===== src/rtl/vocab_lookup_pkg.sv =====
// Shared types and helpers for the vocabulary lookup engine.
// The FSM state encoding, the NUL terminator and the ASCII case fold live here.
package vocab_lookup_pkg;

  typedef enum logic [1:0] {
    IDLE = 2'd0,
    SCAN = 2'd1,
    FIN  = 2'd2
  } state_e;

  localparam logic [7:0] NUL = 8'h00;

  // Upper-case ASCII letters map onto lower case; everything else passes through.
  function automatic logic [7:0] ascii_fold(input logic [7:0] c);
    ascii_fold = (c >= 8'h41 && c <= 8'h5A) ? c + 8'h20 : c;
  endfunction

endpackage


===== src/rtl/vocab_lookup.sv =====
// Streams a NUL-packed vocabulary from SRAM and reports the ordinal and start address of the entry equal to the query.
// Optional case-insensitive compare when VOCAB_LOOKUP_CASE_FOLD_EN is defined.
module vocab_lookup
  import vocab_lookup_pkg::*;
#(
  parameter int DATA_WIDTH = 8,
  parameter int ADDR_WIDTH = 8,
  parameter int MAX_LEN    = 8,
  parameter int IDX_WIDTH  = 8
) (
  input  logic                          clk,
  input  logic                          rst_n,
  input  logic                          start,
  input  logic [MAX_LEN*DATA_WIDTH-1:0] word_i,
  input  logic [ADDR_WIDTH-1:0]         base_addr,
  input  logic [ADDR_WIDTH-1:0]         end_addr,
  output logic                          mem_re,
  output logic [ADDR_WIDTH-1:0]         mem_addr,
  input  logic [DATA_WIDTH-1:0]         mem_rdata,
  output logic                          busy,
  output logic                          done,
  output logic                          found,
  output logic [IDX_WIDTH-1:0]          index,
  output logic [ADDR_WIDTH-1:0]         match_addr
);

  localparam int                  PW      = $clog2(MAX_LEN + 1);
  localparam logic [PW-1:0]       POS_MAX = PW'(MAX_LEN);
  localparam logic [IDX_WIDTH-1:0] IDX_MAX = '1;
  localparam logic [DATA_WIDTH-1:0] CHAR_NUL = DATA_WIDTH'(NUL);

  state_e                  r_state, w_state_next;
  logic [DATA_WIDTH-1:0]   r_word [MAX_LEN];
  logic [ADDR_WIDTH-1:0]   r_end;
  logic [ADDR_WIDTH-1:0]   r_addr;
  logic [ADDR_WIDTH-1:0]   r_tag;
  logic [ADDR_WIDTH-1:0]   r_entry;
  logic                    r_rv;
  logic [PW-1:0]           r_pos;
  logic                    r_mism;
  logic [IDX_WIDTH-1:0]    r_idx;
  logic                    r_found;
  logic [IDX_WIDTH-1:0]    r_index;
  logic [ADDR_WIDTH-1:0]   r_match_addr;

  logic [DATA_WIDTH-1:0]   w_q_char;
  logic [DATA_WIDTH-1:0]   w_rd_cmp;
  logic [DATA_WIDTH-1:0]   w_q_cmp;
  logic                    w_rd_nul;
  logic                    w_q_nul;
  logic                    w_proc;
  logic                    w_vend;
  logic                    w_hit;
  logic                    w_next_ent;
  logic                    w_miss;
  logic                    w_finish;
  logic [IDX_WIDTH-1:0]    w_idx_inc;

  // Query characters are latched individually so they can be selected by pos.
  generate
    for (genvar gi = 0; gi < MAX_LEN; gi++) begin : g_word
      always_ff @(posedge clk or negedge rst_n) begin
        if (!rst_n) begin
          r_word[gi] <= '0;
        end else if (r_state == IDLE && start) begin
          r_word[gi] <= word_i[gi*DATA_WIDTH +: DATA_WIDTH];
        end
      end
    end
  endgenerate

  // pos == MAX_LEN reads as a virtual terminator past the end of the query.
  always_comb begin
    w_q_char = CHAR_NUL;
    for (int i = 0; i < MAX_LEN; i++) begin
      if (r_pos == PW'(i)) begin
        w_q_char = r_word[i];
      end
    end
  end

`ifdef VOCAB_LOOKUP_CASE_FOLD_EN
  // Folding only ever touches bit 5, so apply it as an XOR on the low byte.
  assign w_rd_cmp = mem_rdata ^ DATA_WIDTH'(ascii_fold(mem_rdata[7:0]) ^ mem_rdata[7:0]);
  assign w_q_cmp  = w_q_char ^ DATA_WIDTH'(ascii_fold(w_q_char[7:0]) ^ w_q_char[7:0]);
`else
  assign w_rd_cmp = mem_rdata;
  assign w_q_cmp  = w_q_char;
`endif

  assign w_rd_nul   = (mem_rdata == CHAR_NUL);
  assign w_q_nul    = (w_q_char == CHAR_NUL);
  assign w_proc     = (r_state == SCAN) && r_rv;
  assign w_vend     = w_proc && w_rd_nul && (r_pos == '0);
  assign w_hit      = w_proc && w_rd_nul && !w_vend && !r_mism &&
                      (w_q_nul || r_pos == POS_MAX);
  assign w_next_ent = w_proc && w_rd_nul && !w_vend && !w_hit;
  // A hit on the end_addr character takes priority over running out of range.
  assign w_miss     = w_vend || (w_proc && (r_tag == r_end) && !w_hit);
  assign w_finish   = w_hit || w_miss;
  assign w_idx_inc  = (r_idx == IDX_MAX) ? r_idx : r_idx + 1'b1;

  always_ff @(posedge clk or negedge rst_n) begin
    if (!rst_n) begin
      r_state <= IDLE;
    end else begin
      r_state <= w_state_next;
    end
  end

  always_comb begin
    w_state_next = r_state;
    case (r_state)
      IDLE:    if (start) w_state_next = SCAN;
      SCAN:    if (w_finish) w_state_next = FIN;
      FIN:     w_state_next = IDLE;
      default: w_state_next = IDLE;
    endcase
  end

  always_comb begin
    mem_re = (r_state == SCAN);
    busy   = (r_state != IDLE);
    done   = (r_state == FIN);
  end

  assign mem_addr   = r_addr;
  assign found      = r_found;
  assign index      = r_index;
  assign match_addr = r_match_addr;

  always_ff @(posedge clk or negedge rst_n) begin
    if (!rst_n) begin
      r_end        <= '0;
      r_addr       <= '0;
      r_tag        <= '0;
      r_entry      <= '0;
      r_rv         <= 1'b0;
      r_pos        <= '0;
      r_mism       <= 1'b0;
      r_idx        <= '0;
      r_found      <= 1'b0;
      r_index      <= '0;
      r_match_addr <= '0;
    end else begin
      case (r_state)
        IDLE: begin
          if (start) begin
            r_end        <= end_addr;
            r_addr       <= base_addr;
            r_entry      <= base_addr;
            r_rv         <= 1'b0;
            r_pos        <= '0;
            r_mism       <= 1'b0;
            r_idx        <= '0;
            r_found      <= 1'b0;
            r_index      <= '0;
            r_match_addr <= '0;
          end
        end
        SCAN: begin
          r_addr <= r_addr + 1'b1;
          r_tag  <= r_addr;
          r_rv   <= 1'b1;
          if (w_proc) begin
            if (w_rd_nul) begin
              if (w_next_ent) begin
                r_idx   <= w_idx_inc;
                r_pos   <= '0;
                r_mism  <= 1'b0;
                r_entry <= r_tag + 1'b1;
              end
            end else begin
              if (r_pos == POS_MAX || w_rd_cmp != w_q_cmp) begin
                r_mism <= 1'b1;
              end
              if (r_pos != POS_MAX) begin
                r_pos <= r_pos + 1'b1;
              end
            end
          end
          // The read issued this cycle is still in flight; drop it.
          if (w_finish) begin
            r_rv         <= 1'b0;
            r_found      <= w_hit;
            r_index      <= w_next_ent ? w_idx_inc : r_idx;
            r_match_addr <= w_hit ? r_entry : '0;
          end
        end
        default: begin
        end
      endcase
    end
  end

endmodule

===== config.mk =====
export PLATFORM = sky130hd
export DESIGN_NAME = vocab_lookup
export DESIGN_NICKNAME = d
export VERILOG_FILES = /design/src/rtl/vocab_lookup_pkg.sv /design/src/rtl/vocab_lookup.sv
export SDC_FILE = /design/constraint.sdc
export NUM_CORES = 1
export LEC_CHECK = 0
export BUFFER_PORTS_ARGS = -buffer_cell sky130_fd_sc_hd__buf_2
export CAP_MARGIN = 30
export CORE_UTILIZATION = 50
export CTS_CLUSTER_DIAMETER = 150
export CTS_CLUSTER_SIZE = 10
export DETAILED_ROUTE_END_ITERATION = 8
export PLACE_DENSITY = 0.69
export SLEW_MARGIN = 20
export SYNTH_ARGS = -nofsm -noshare
export SYNTH_HDL_FRONTEND = slang
export SYNTH_SLANG_ARGS = --single-unit

===== constraint.sdc =====
create_clock -name clk -period 5.8 [get_ports clk]
set_clock_uncertainty 0.05 [all_clocks]
set_input_delay 1.16 -clock clk [delete_from_list [all_inputs] [get_ports clk]]
set_output_delay 1.16 -clock clk [all_outputs]
set_load 0.02 [all_outputs]

==> flow_summary.yaml <==
status:
  outcome: "completed"
sta:
  min_period_ns: 3.67
  worst_slew_pin_slew_ns: 0.844
  rsz0062_at_grt: "false"
  finalMaxSlewViolations: 0
  setup_viol: 0
  slew_headroom_pct: 43.5
  fmax_mhz: 273
  hold_violations: 0
  hold_ws_ns: 0.423
  min_period_over_period_pct: 63.2
  setup_tns_ns: 0
global_route:
  grt_max_degree: 83
  use_met2_pct: 43.5
  grt_util_met1_pct: 34.6
  antenna_found_initial: 0
  grt_pass1_wl_um: 27600
  grt_usage_pct: 26.8
  first_global_vias: 5597
  gr-total-overflow: 0
  use_met3_pct: 5.72
  grt_busiest_layer: "met2"
finish:
  layoutNonFillerInstCount: 1043
  final_core_util_pct: 62.3
  layout_common_cells: "nand2_1, dfrtp_1, buf_2"
  fill_cells: 1095
  area_growth_pct: 20.1
  fin_nets: 958
  drive_above_1_share_pct: 21.5
  n_antenna_cell: 0
  layout_commonest_cell: "nand2_1"
detailed_routing:
  detail_route.iter0.violations: 429
  drcViolationCount: 0
  routed_wl_um: 16800
  wl_per_cell_um: 16.1
  viasPerCell: 5.53
  ant_nets: 0
  vias: 5768
  first_pass_iters: 4
clock_network:
  clock-sinks: 129
  ctsHoldBuffers: 0
  insertion_delay_ns: 0.43
  cts_root_buf: "clkbuf_16"
  cts_max_level: 4
  cts_tree: "built"
  path_clk_slew_ns: 0.05
  cts_resized: 0
  cts_buffer_depth: 2
  cts-buffers-inserted: 17
  post_cts_buffers: 0
floorplan:
  die_height_um: 117
  fp.dieW_um: 117
  fp.dieArea_sq_mm: 0.0137
  io_pins: 119
  core_region_area_sq_mm: 0.0128
  rows: 41
  initial_utilization_pct: 51.9
logic_synthesis:
  syn-cell-area_sq_mm: 0.00663
  synth.avg_cell_area_sq_um: 8.79
  ys_seq_elements: 129
  synthCells: 754
  syn-num-nets: 852
  synth_edf_count: 0
  async_flop_share_pct: 100
  synth.yosys.seq_area_share_pct: 48.7
  synth_cell_types: 61
  yosys_warnings: 0
  synth-main-ff-cell: "dfrtp_1"
critical_path:
  crit_family: "simple AND/OR/NAND/NOR gates"
  crit_buf_inv: 3
  worst_ep_required_time_ns: 6.09
  path_max_fanout: 16
  critical_path_arrival_ns: 3.95
  startpoint_type: "flop"
  criticalPathCategory: "reg -> reg"
  critical_path.max_stage_delay_ns: 0.44
  crit_chain: "inv_1 > ha_1 > buf_6 > nor3b_2 > a311oi_1 > o22ai_1 > nand2_1 > or3_1 > nor3_1 > buf_4 > a31oi_1 > o21ai_1"
  setup.worst_path.end_class: "flop"
  crit_path_top_delay_cell: "o22ai_1"
place:
  io_buffers: 118
  gp_congestion: 0.895
  hpwl_um: 12000
  dp.cells: 1011
hold_path:
  min_path_type: "reg -> reg"
job:
  drv_cap: 0
power_and_ir_drop:
  power_leakage_uw: 0.00398
  peakVddDrop_mv: 0.288
  pwr_density_cell_mw_per_mm2: 509
[sequential cells by signal (all words and copies together) (netlist names)]
register,flops
found,1
index,8
match_addr,8
mem_addr,8
r_end,8
r_entry,8
r_idx,8
r_mism,1
r_pos,4
r_rv,1
r_state,2
r_tag,8
r_word,64
[cell type report]
type / count / area, sq um / share of cell area, %
inverter: 17 / 63.8 / 0.801
clock buffer: 25 / 505 / 6.35
multi-input combinational: 566 / 3140 / 39.5
clock inverter: 5 / 100 / 1.26
timing repair buffer: 129 / 707 / 8.88
sequential: 129 / 3230 / 40.5
tap: 172 / 215 / 2.70
[stage by stage]
stage | power [uW] | instance area (sq um) | setup slack [ns]
5_1_grt | 4320 | 7960 | 1.95
6_report | 4060 | 7960 | 2.13
4_1_cts | 4040 | 7940 | 2.09
3_3_place_gp | 2880 | 7300 | 2.20
3_5_place_dp | 2930 | 7330 | 2.11
2_1_floorplan | 2520 | 6630 | 2.75
[worst reg2reg max path, stage by stage, from the launching register on]
cell and delay (ns):
dfrtp_1 0.43, inv_1 0.09, ha_1 0.39, buf_6 0.25, nor3b_2 0.33, a311oi_1 0.17
o22ai_1 0.44, nand2_1 0.18, or3_1 0.43, nor3_1 0.24, buf_4 0.21, a31oi_1 0.14
o21ai_1 0.24
[cells in the mapped netlist (all sizes together) (8+ instances only)]
master	number	share of area, %
mux2	10	2.2
inv	17	0.96
o21ai	35	2.9
nor2	23	1.3
nand2	270	15
a21oi	49	4.0
nand4	8	0.76
dfrtp	129	49
clkbuf	15	0.85
nand3	15	1.1
buf	27	2.2
o22ai	8	0.76
a22o	9	1.2
nand2b	12	1.1
xnor2	20	2.6
nand3b	13	1.5
[metal layers]
layer	wire length (um)	up-vias
met2	8120	168
met5	0	-
met3	748	42
met1	7440	2789
met4	509	0
li1	-	2769
[kinds of logic after synthesis]
| family | synth area share [%] |
|---|---|
| flip-flops | 48.7 |
| AO/OA/AOI/OAI | 14.1 |
| XOR/XNOR | 3.57 |
| adder cells (fa/ha/maj) | 1.32 |
| buffers and inverters | 3.98 |
| multiplexers | 2.91 |
| AND/OR/NAND/NOR | 25.4 |
[final timing paths]
check / from / end / slack [ns] / cells after the start
min reg2reg: r_word[14]$_DFFE_PN0P_ / r_word[14]$_DFFE_PN0P_ / 0.42 / 2
min: r_word[14]$_DFFE_PN0P_ / r_word[14]$_DFFE_PN0P_ / 0.42 / 2
max: r_pos[0]$_DFFE_PN0P_ / index[1]$_DFFE_PN0P_ / 2.13 / 12
max reg2reg: r_pos[0]$_DFFE_PN0P_ / index[1]$_DFFE_PN0P_ / 2.13 / 12
min in group asynchronous: rst_n / index[2]$_DFFE_PN0P_ / 0.67 / 1
max in group asynchronous: rst_n / r_end[6]$_DFFE_PN0P_ / 4.09 / 2
[power by group]
group	switching, uW	internal (uW)	total [uW]
Sequential	280	1200	1480
Combinational	903	572	1480
Clock	376	726	1100
Total	1560	2500	4060
Power figures use the tool's default switching activity.
